--- src/rtl/cdb_arbiter.sv ---
// cdb_arbiter: round-robin arbiter sharing one common data bus among NUM_FU functional units
// Ports: in_clk/in_rst (async active-high); in_fu_* per-FU result strobe and payload;
//   in_rob_is_mispred flushes all held results; out_fu_ready per-FU slot availability;
//   out_cdb_* registered broadcast with source FU id; out_busy when any slot holds a result.
`ifndef GPR_SIZE
`define GPR_SIZE 64
`endif
`ifndef ROB_IDX_SIZE
`define ROB_IDX_SIZE 5
`endif

module cdb_arbiter #(
  parameter int NUM_FU = 4
) (
  input  logic                                      in_clk,
  input  logic                                      in_rst,
  input  logic [NUM_FU-1:0]                         in_fu_done,
  input  logic [NUM_FU-1:0][`GPR_SIZE-1:0]          in_fu_value,
  input  logic [NUM_FU-1:0][`ROB_IDX_SIZE-1:0]      in_fu_rob_idx,
  input  logic [NUM_FU-1:0]                         in_fu_set_nzcv,
  input  logic [NUM_FU-1:0][3:0]                    in_fu_nzcv,
  input  logic                                      in_rob_is_mispred,
  output logic [NUM_FU-1:0]                         out_fu_ready,
  output logic                                      out_cdb_valid,
  output logic [`GPR_SIZE-1:0]                      out_cdb_value,
  output logic [`ROB_IDX_SIZE-1:0]                  out_cdb_rob_idx,
  output logic                                      out_cdb_set_nzcv,
  output logic [3:0]                                out_cdb_nzcv,
  output logic [$clog2(NUM_FU)-1:0]                 out_cdb_fu_id,
  output logic                                      out_busy
);
  localparam int IW = $clog2(NUM_FU);
  localparam int JW = IW + 1;
  logic [NUM_FU-1:0]                    r_valid;
  logic [NUM_FU-1:0][`GPR_SIZE-1:0]     r_value;
  logic [NUM_FU-1:0][`ROB_IDX_SIZE-1:0] r_rob_idx;
  logic [NUM_FU-1:0]                    r_set_nzcv;
  logic [NUM_FU-1:0][3:0]               r_nzcv;
  logic [IW-1:0]                        r_rr_ptr;
  logic [NUM_FU-1:0]                    w_grant;
  logic [NUM_FU-1:0]                    w_cap;
  logic                                 w_gnt_any;
  logic [IW-1:0]                        w_gnt_idx;
  logic [JW-1:0]                        w_j;
  // Search upward from the round-robin pointer, wrapping, for the first held result.
  always_comb begin
    w_gnt_any = 1'b0;
    w_gnt_idx = '0;
    w_j = '0;
    for (int k = 0; k < NUM_FU; k++) begin
      w_j = {1'b0, r_rr_ptr} + JW'(k);
      w_j = (w_j >= JW'(NUM_FU)) ? w_j - JW'(NUM_FU) : w_j;
      if (!w_gnt_any && r_valid[w_j[IW-1:0]]) begin
        w_gnt_any = 1'b1;
        w_gnt_idx = w_j[IW-1:0];
      end
    end
    w_grant = w_gnt_any ? (NUM_FU'(1) << w_gnt_idx) : '0;
  end
  // A slot being drained this edge can accept a new result on the same edge.
  assign out_fu_ready = ~r_valid | w_grant;
  assign w_cap = in_fu_done & out_fu_ready;
  assign out_busy = |r_valid;
  always_ff @(posedge in_clk or posedge in_rst) begin
    if (in_rst) begin
      r_valid <= '0;
      r_value <= '0;
      r_rob_idx <= '0;
      r_set_nzcv <= '0;
      r_nzcv <= '0;
      r_rr_ptr <= '0;
      out_cdb_valid <= 1'b0;
      out_cdb_value <= '0;
      out_cdb_rob_idx <= '0;
      out_cdb_set_nzcv <= 1'b0;
      out_cdb_nzcv <= '0;
      out_cdb_fu_id <= '0;
    end else if (in_rob_is_mispred) begin
      r_valid <= '0;
      out_cdb_valid <= 1'b0;
    end else begin
      r_valid <= (r_valid & ~w_grant) | w_cap;
      for (int i = 0; i < NUM_FU; i++) begin
        if (w_cap[i]) begin
          r_value[i] <= in_fu_value[i];
          r_rob_idx[i] <= in_fu_rob_idx[i];
          r_set_nzcv[i] <= in_fu_set_nzcv[i];
          r_nzcv[i] <= in_fu_nzcv[i];
        end
      end
      out_cdb_valid <= w_gnt_any;
      if (w_gnt_any) begin
        out_cdb_value <= r_value[w_gnt_idx];
        out_cdb_rob_idx <= r_rob_idx[w_gnt_idx];
        out_cdb_set_nzcv <= r_set_nzcv[w_gnt_idx];
        out_cdb_nzcv <= r_nzcv[w_gnt_idx];
        out_cdb_fu_id <= w_gnt_idx;
        r_rr_ptr <= (w_gnt_idx == IW'(NUM_FU - 1)) ? '0 : w_gnt_idx + 1'b1;
      end
    end
  end
endmodule

--- config.mk ---
export PLATFORM = sky130hd
export DESIGN_NAME = cdb_arbiter
export DESIGN_NICKNAME = d
export VERILOG_FILES = /design/src/rtl/cdb_arbiter.sv
export SDC_FILE = /design/constraint.sdc
export NUM_CORES = 1
export LEC_CHECK = 0
export ABC_CLOCK_PERIOD_IN_PS = 15100
export CORE_MARGIN = 1.5
export CORE_UTILIZATION = 51
export CTS_CLUSTER_DIAMETER = 50
export DETAILED_ROUTE_END_ITERATION = 6
export HOLD_SLACK_MARGIN = 0.05
export PLACE_DENSITY_LB_ADDON = 0.3
export SLEW_MARGIN = 20
export SYNTH_ARGS = -nofsm -noshare
export SYNTH_HDL_FRONTEND = slang
export SYNTH_SLANG_ARGS = --single-unit
--- constraint.sdc ---
create_clock -name in_clk -period 15.1 [get_ports in_clk]
set_input_delay 1.51 -clock in_clk [delete_from_list [all_inputs] [get_ports in_clk]]
set_output_delay 1.51 -clock in_clk [all_outputs]
set_load 0.05 [all_outputs]
After elaboration in Yosys (flattened, before gate mapping)
Index checks and enable logic that the tools add are counted.
{"block": "classes", "shift": 1, "reduce_logical": 12, "mux": 32, "order_cmp": 9, "n_bitwise": 7, "eq_ne": 1, "addsub": 8}
{"cell": "binary-select mux 64 bit (select 2 bit)", "n": 1}
{"cell": "two-way mux 64 bit", "n": 1}
{"cell": "two-way mux 2 bit", "n": 9}
{"cell": "less-than comparator 2 x 3 -> 1 bit, second input constant", "n": 5}
{"cell": "two-way mux 4 bit", "n": 3}
{"cell": "binary-select mux 1 bit (select 2 bit)", "n": 5}
{"cell": "binary-select mux 5 bit (select 2 bit)", "n": 1}
{"cell": "two-way mux 1 bit", "n": 10}
{"cell": "AND reduction 2 bit", "n": 5}
{"cell": "greater-or-equal comparator 3 bit, second input constant", "n": 3}
{"cell": "bitwise AND 4 bit", "n": 2}
{"cell": "binary-select mux 4 bit (select 2 bit)", "n": 1}
{"cell": "NOT 4 bit", "n": 2}
{"cell": "OR 4 bit", "n": 2}
{"cell": "subtractor 2 x 1 -> 2 bit, second input constant", "n": 4}
{"cell": "adder 2 x 2 -> 3 bit, second input constant", "n": 2}
{"cell": "two-way mux 5 bit", "n": 1}
{"cell": "OR reduction 4 bit", "n": 1}
{"cell": "<< shifter 1 x 2 -> 4 bit, first input constant", "n": 1}
{"cell": "adder 2 x 1 -> 3 bit, second input constant", "n": 1}
{"cell": "greater-or-equal comparator 2 x 3 -> 1 bit, second input constant", "n": 1}
{"cell": "logical AND 1 bit", "n": 3}
{"cell": "zero test 1 bit", "n": 3}
{"cell": "adder 2 x 1 -> 2 bit, second input constant", "n": 1}
{"cell": "2 further kinds", "n": 2}
{"block": "totals", "word_cells": 94, "out_inout_bits": 82, "input_bits": 303, "regBits": 379}

Logic depth before layout (Yosys ltp)
Gate-level depths: netlist of run 1.
{"block": "logic_depth", "word_depth": 20, "depth_mapped": 12, "depth_no_buf": 7}

Worst setup path before layout of run 1
Ideal clock, no wire load.
{"block": "synth_timing", "path_type": "reg2out", "startpoint": "register r_valid[2]", "endpoint": "output out_fu_ready[3]", "t_arrival_ns": 1.838, "n_path_buf": 3, "path_stages_with_launch": 9, "required_ns": 13.590, "setup_slack_ns": 11.752, "path_cell_list": "dfrtp_1 and2b_1 a221oi_2 buf_4 buf_12 buf_8 ha_1 nor2b_1 inv_1"}
{"block": "synth_via", "elab_chain_cells": 15, "word_cells_on_any_way": 25, "cone_classes": "shift (1); mux (17); bitwise (1); reduce/logical (6)"}
{"item": "from (decl)", "line": "34", "source": "logic [NUM_FU-1:0] r_valid;"}
{"item": "from (signal assigned)", "line": "82", "source": "r_valid <= (r_valid & ~w_grant) | w_cap;"}
{"item": "binary-select mux 1 bit (select 2 bit)", "line": "53", "source": "if (!w_gnt_any && r_valid[w_j[IW-1:0]]) begin"}
{"item": "two-way mux 1 bit (implied by the code)", "line": "53"}
{"item": "two-way mux 1 bit", "line": "53"}
{"item": "zero test 1 bit", "line": "53"}
{"item": "logical AND 1 bit", "line": "53"}
{"item": "two-way mux 1 bit", "line": "53"}
{"item": "zero test 1 bit", "line": "53"}
{"item": "logical AND 1 bit", "line": "53"}
{"item": "two-way mux 1 bit", "line": "53"}
{"item": "zero test 1 bit", "line": "53"}
{"item": "logical AND 1 bit", "line": "53"}
{"item": "two-way mux 2 bit", "line": "53"}
{"item": "<< shifter 1 x 2 -> 4 bit", "line": "58", "source": "w_grant = w_gnt_any ? (NUM_FU'(1) << w_gnt_idx) : '0;"}
{"item": "two-way mux 4 bit (*)", "line": "58"}
{"item": "OR 4 bit (*)", "line": "61", "source": "assign out_fu_ready = ~r_valid | w_grant;"}
{"item": "to (decl)", "line": "23", "source": "output logic [NUM_FU-1:0] out_fu_ready,"}
Mark *: on every way between the ends. The rest lies on a longest branch, timed or not. The select of a mux whose other input is x is not followed.

Final worst setup path of run 1
{"block": "layout_timing", "startpoint": "register r_rr_ptr[1]", "endpoint": "output out_fu_ready[3]"}
{"block": "layout_via", "elab_chain_cells": 17, "word_cells_on_any_way": 40, "cone_classes": "add/sub (7); order compare (4); shift (1); mux (21); bitwise (1); reduce/logical (6)"}
{"item": "from (decl)", "line": "39", "source": "logic [IW-1:0] r_rr_ptr;"}
{"item": "from (signal assigned)", "line": "98", "source": "r_rr_ptr <= (w_gnt_idx == IW'(NUM_FU - 1)) ? '0 : w_gnt_idx + 1'b1;"}
{"item": "parallel branches: the longest is 15 deep, another holds adder 2 x 1 -> 3 bit"}
{"item": "two-way mux 4 bit (*)", "line": "58"}
{"item": "OR 4 bit (*)", "line": "61"}
Mark *: on every way between the ends. The select of a mux whose other input is x is not followed.

==> flow_summary.json, run 1 <==
{
  "core_sq_mm": 0.0325,
  "antenna_found_initial": 5,
  "final_cells": 1943,
  "grt.overflow.total": 0,
  "layout_commonest_cell": "clkdlybuf4s50_1",
  "grt_use_total": 0.248,
  "start_kind": "flop",
  "yosysWarnings": 0,
  "grt_pass1_wl_mm": 65.0,
  "status": "completed",
  "skew_ns": 0.00789,
  "finalCritPeriodShare": 0.302,
  "final_cell_mix": "clkdlybuf4s50_1, dfrtp_1, mux2i_1, mux2_4, mux2_2",
  "cp.arrival_ns": 3.05,
  "async_reset_ff_frac": 1.00,
  "max-cap-violations": 0,
  "pre_cts_slack_ns": 10.21,
  "p_total_mw": 3.70,
  "p_leak_nw": 9.74,
  "start_util": 0.519,
  "vias": 10600,
  "ys_dominant_reg_cell": "dfrtp_1",
  "ant_nets": 0,
  "worstPathRequired_ns": 13.59,
  "hold_slack_ns": 0.485,
  "htreeDepth": 2,
  "fin_crit_ns": 4.56,
  "synth-seq-cells": 379,
  "syn_inst": 1102,
  "design_area_sq_mm": 0.0223,
  "worstSetupPathType": "flop to output port",
  "post_cts_buffers": 0,
  "top_layer_used": "met5",
  "power_density_mw_per_mm2": 166,
  "place_area_sq_mm": 0.0208,
  "setup_viol_count_final": 0,
  "synth_fp_nets": 1406,
  "ys_seq_area_frac": 0.562,
  "cts_sinks": 379,
  "final_core_util": 0.686,
  "drive_gt1_frac": 0.241,
  "wl_met1_mm": 17.8,
  "die_w_um": 185,
  "grt_max_degree": 185,
  "numCtsBuffers": 44,
  "syn_avg_cell_area_sq_um": 15.3,
  "cts_hold_buf": 0,
  "wl_met2_mm": 19.8,
  "drt-total-wl_mm": 42.2,
  "hpwl_mm": 27.6,
  "fmax_ghz": 0.219,
  "final_hold_viol_count": 0,
  "grt_pass1_vias": 11600,
  "clockRootBuffer": "clkbuf_16",
  "clkLatencyLatePin_ns": 0.52,
  "io_buffers": 384,
  "cts_tree": "built",
  "drt-pass1-iter-count": 5,
  "hold_class": "flop to flop",
  "place_inst": 1865,
  "wl_met3_mm": 2.82,
  "cp-end-kind": "output port",
  "place_congestion": 0.774,
  "tightestPinTransition_ns": 1.09,
  "path_clk_slew_ns": 0.06,
  "drtIter0Drc": 490,
  "ir_drop_v": 0.000125,
  "grt_setup_unrepaired": "false",
  "drt-wirelength-per-cell_um": 21.7,
  "die_h_um": 185,
  "drc": 0,
  "nNetsFinal": 1773,
  "netlist_area_sq_mm": 0.0169,
  "viasPerCell": 5.44,
  "post_cts_resized": 0,
  "critPathMaxFanout": 11,
  "area_growth_pct": 32.1,
  "yosysUniqueCellTypes": 34,
  "die_area_sq_mm": 0.0342,
  "slew_headroom": 0.271,
  "finalSetupTns_ns": 0,
  "drv_slew": 0,
  "cts_buffer_depth": 3,
  "final.setup.worst_slack_ns": 10.54,
  "rows": 66,
  "io_pins": 385,
  "synth_edf_count": 0
}
metal layers:
layer,track usage,vias up
met5,0,-
met3,0.0617,105
met4,0.100,8
met2,0.405,316
li1,-,4747
met1,0.316,5395
cell usage after synthesis (2+ instances only):
library cell | instances | area, sq um
a21oi_1 | 7 | 35.0
a221oi_2 | 2 | 30.0
buf_2 | 17 | 85.1
buf_4 | 23 | 173
buf_6 | 14 | 158
buf_8 | 9 | 135
clkbuf_1 | 8 | 30.0
clkbuf_4 | 6 | 45.0
dfrtp_1 | 379 | 9480
inv_1 | 8 | 30.0
mux2_1 | 72 | 811
mux2_2 | 104 | 1170
mux2_4 | 120 | 1800
mux2i_1 | 149 | 1490
nand2_1 | 81 | 304
nand2b_1 | 2 | 12.5
nand3b_1 | 3 | 22.5
nor2_1 | 5 | 18.8
o21ai_0 | 2 | 10.0
o21ai_1 | 3 | 15.0
o221ai_1 | 36 | 315
o221ai_2 | 40 | 601
cell families (layout without fill, tap and decap cells):
family / after synthesis / after routing / synth area share
and+or+nand+nor: 98 / 98 / 0.0243
AOI/OAI and AO/OA: 92 / 92 / 0.0607
DFF: 379 / 379 / 0.562
adders and majority gates: 1 / 1 / 0.000741
buffers and inverters: 87 / 484 / 0.0404
muxes: 445 / 445 / 0.312
other: 0 / 2 / 0
state kept, by name (all words and copies together), names as in the netlist:
signal and flops:
r_nzcv 16, r_rob_idx 20, out_cdb_rob_idx 5, out_cdb_value 64, out_cdb_fu_id 2, r_rr_ptr 2
r_value 256, r_set_nzcv 4, out_cdb_nzcv 4, out_cdb_valid 1, out_cdb_set_nzcv 1, r_valid 4
critical path, stage by stage, from the launching register on:
cell             delay (ns)
dfrtp_1                0.56
o21ai_0                0.20
a221oi_2               0.50
ha_1                   0.27
nor2b_1                0.08
inv_1                  0.06
clkdlybuf4s50_1        0.86
final cells by class:
class | instances | area [sq um]
Sequential cell | 379 | 9480
Multi-Input combinational cell | 636 | 6760
Fill cell | 2350 | 10200
Timing Repair Buffer | 399 | 3970
Clock inverter | 20 | 254
Clock buffer | 56 | 1240
Antenna cell | 2 | 5.00
Tap cell | 442 | 553
Inverter | 9 | 43.8
where the power goes:
group          leakage, nW  total, mW  switching, mW  internal [mW]
Clock                0.719       1.08          0.419          0.665
Sequential            4.50       1.43          0.155           1.27
Combinational         4.52       1.19          0.655          0.530
worst paths after layout:
check,startpoint,end,slack (ns),depth (start not counted)
max,r_rr_ptr[1],out_fu_ready[3],10.54,6
min,out_cdb_fu_id[1],out_cdb_fu_id[1],0.48,2
max reg2reg,r_rr_ptr[0],out_cdb_value[33],11.54,6
min reg2reg,out_cdb_fu_id[1],out_cdb_fu_id[1],0.48,2
max in group asynchronous,in_rst,out_cdb_value[1],11.99,3
min in group asynchronous,in_rst,r_value[205],1.55,2
Note: power is estimated with default switching activity, not from simulation.
==> inputs of run 2 (changes only) <==
--- a/config.mk
+++ b/config.mk
@@ -5,7 +5,7 @@
 export SDC_FILE = /design/constraint.sdc
 export NUM_CORES = 1
 export LEC_CHECK = 0
-export ABC_CLOCK_PERIOD_IN_PS = 15100
+export ABC_CLOCK_PERIOD_IN_PS = 4500
 export CORE_MARGIN = 1.5
 export CORE_UTILIZATION = 51
 export CTS_CLUSTER_DIAMETER = 50
==> constraint.sdc (replaced) <==
create_clock -name in_clk -period 4.5 [get_ports in_clk]
set_input_delay 0.45 -clock in_clk [delete_from_list [all_inputs] [get_ports in_clk]]
set_output_delay 0.45 -clock in_clk [all_outputs]
set_load 0.05 [all_outputs]
==> run 2 against run 1 <==
Register-to-register slack got worse by 10 ns. Utilization rose by 0.35 points. Sequential cell count did not move. Count of clock-buffer cells in the layout rose by 5. Wire length rose by 2.4%. Sequential power rose to 3.3 times the previous value. Sequential share of layout area fell by 0.22 points. Die area did not move. Non-clock buffer count rose by 8. Final area rose by 0.51%. Worst hold slack got worse by 0.052 ns.
==> flow_summary.json, run 2 (same netlist as run 1, synthesis figures left out) <==
{
  "p_int_mw": 8.16,
  "htreeDepth": 2,
  "setup_viol_count_final": 0,
  "max-cap-violations": 0,
  "grt_max_degree": 151,
  "antenna_found_initial": 12,
  "p_leak_nw": 9.78,
  "grt_pass1_wl_mm": 66.1,
  "largest_register_ffs": 256,
  "power_density_mw_per_mm2": 548,
  "clkPwrFrac": 0.286,
  "place_inst": 1872,
  "largest_register": "r_value",
  "p_total_mw": 12.3,
  "core_sq_mm": 0.0325,
  "status": "completed",
  "power_frac_seq": 0.390,
  "layout_commonest_cell": "clkdlybuf4s50_1",
  "die_area_sq_mm": 0.0342,
  "drive_gt1_frac": 0.241,
  "final_core_util": 0.689,
  "cts_buffer_depth": 3,
  "drc": 0,
  "cts_sinks": 379,
  "final_cells": 1962,
  "grt_use_total": 0.253,
  "viasPerCell": 5.43,
  "final_hold_viol_count": 0,
  "drt-wirelength-per-cell_um": 22.0,
  "area_growth_pct": 32.8,
  "drtIter0Drc": 457,
  "sw_frac_of_total": 0.336,
  "cp.arrival_ns": 3.15,
  "hpwl_mm": 27.8,
  "nNetsFinal": 1781,
  "drt-total-wl_mm": 43.2,
  "path_clk_slew_ns": 0.06,
  "reg_top3": "r_value (256), out_cdb_value (64), r_rob_idx (20)",
  "ant_nets": 0,
  "seq_area_sq_mm": 0.00948,
  "drt-pass1-iter-count": 4,
  "fill_cells": 2322,
  "slew_headroom": 0.282,
  "post_cts_resized": 0,
  "die_h_um": 185,
  "io_pins": 385,
  "ir_drop_v": 0.000432,
  "place_congestion": 0.783,
  "vias": 10600,
  "cts_tree": "built",
  "place_area_sq_mm": 0.0209,
  "start_kind": "flop",
  "tightestPinTransition_ns": 1.08,
  "rows": 66,
  "skew_ns": 0.0164,
  "final.setup.worst_slack_ns": 0.901,
  "worstSetupPathType": "flop to output port",
  "grt_pass1_vias": 11700,
  "drv_slew": 0,
  "hold_class": "primary input to async pin",
  "final_cell_mix": "clkdlybuf4s50_1, dfrtp_1, mux2i_1, mux2_4, mux2_2",
  "design_area_sq_mm": 0.0224,
  "grt_setup_unrepaired": "false",
  "hold_slack_ns": 0.433,
  "numCtsBuffers": 44,
  "multi_input_area_sq_mm": 0.00677,
  "io_buffers": 384,
  "p_sw_mw": 4.12,
  "clockRootBuffer": "clkbuf_16",
  "worstPathRequired_ns": 4.05,
  "fin_crit_ns": 3.60,
  "die_w_um": 185,
  "fmax_ghz": 0.278,
  "post_cts_buffers": 0,
  "cp-end-kind": "output port",
  "grt.overflow.total": 0,
  "critPathMaxFanout": 11,
  "pwr-share-comb": 0.324,
  "finalSetupTns_ns": 0,
  "clkLatencyLatePin_ns": 0.53,
  "finalCritPeriodShare": 0.800,
  "start_util": 0.519,
  "pre_cts_slack_ns": 1.53,
  "cts_hold_buf": 0
}
[run 2: cell types whose count changed in the layout (fill, tap and decap cells not counted), sizes merged]
cell      delta
clkinv       +3
inv          -1
diode        +9
bufinv       -2
clkinvlp     -3
clkbuf       +5
buf          +8
[run 2: layout make-up]
cell class,instances,share of cell area
Antenna cell,11,0.00123
Clock buffer,61,0.0551
Clock inverter,17,0.00832
Inverter,9,0.00179
Multi-Input combinational cell,636,0.302
Sequential cell,379,0.423
Tap cell,442,0.0247
Timing Repair Buffer,407,0.184
[run 2: path summary, 6_finish.rpt]
| check | cells after the start | start | endpoint | slack, ns |
|---|---|---|---|---|
| setup / recovery | 6 | r_rr_ptr[1] | out_fu_ready[3] | 0.90 |
| hold reg to reg | 1 | r_value[117] | r_value[117] | 0.49 |
| hold / removal | 2 | in_rst | r_value[147] | 0.43 |
| min in group in_clk | 1 | r_value[117] | r_value[117] | 0.49 |
| setup reg to reg | 7 | r_rr_ptr[1] | r_value[228] | 1.43 |
| max in group asynchronous | 3 | in_rst | r_value[74] | 2.95 |
[run 2: critical path: stages (launching register included)]
cell and delay (ns):
dfrtp_1 0.57, o21ai_0 0.20, a221oi_2 0.56, ha_1 0.27, nor2b_1 0.09, inv_1 0.07, clkdlybuf4s50_1 0.87
[run 2: routing by layer]
metal	GRT usage	routed length, um
met5	0	31
met4	0.116	1730
met3	0.0688	2820
met2	0.413	20700
met1	0.314	17900
[run 2: power groups by stage]
stage	Combinational (mW)	Sequential, mW	Clock [mW]
floorplan	1.86	5.65	0
global placement	3.92	4.78	0
detailed placement	3.99	4.82	0
CTS	4.01	4.78	3.57
global route	4.21	4.88	3.71
finish	3.98	4.79	3.51
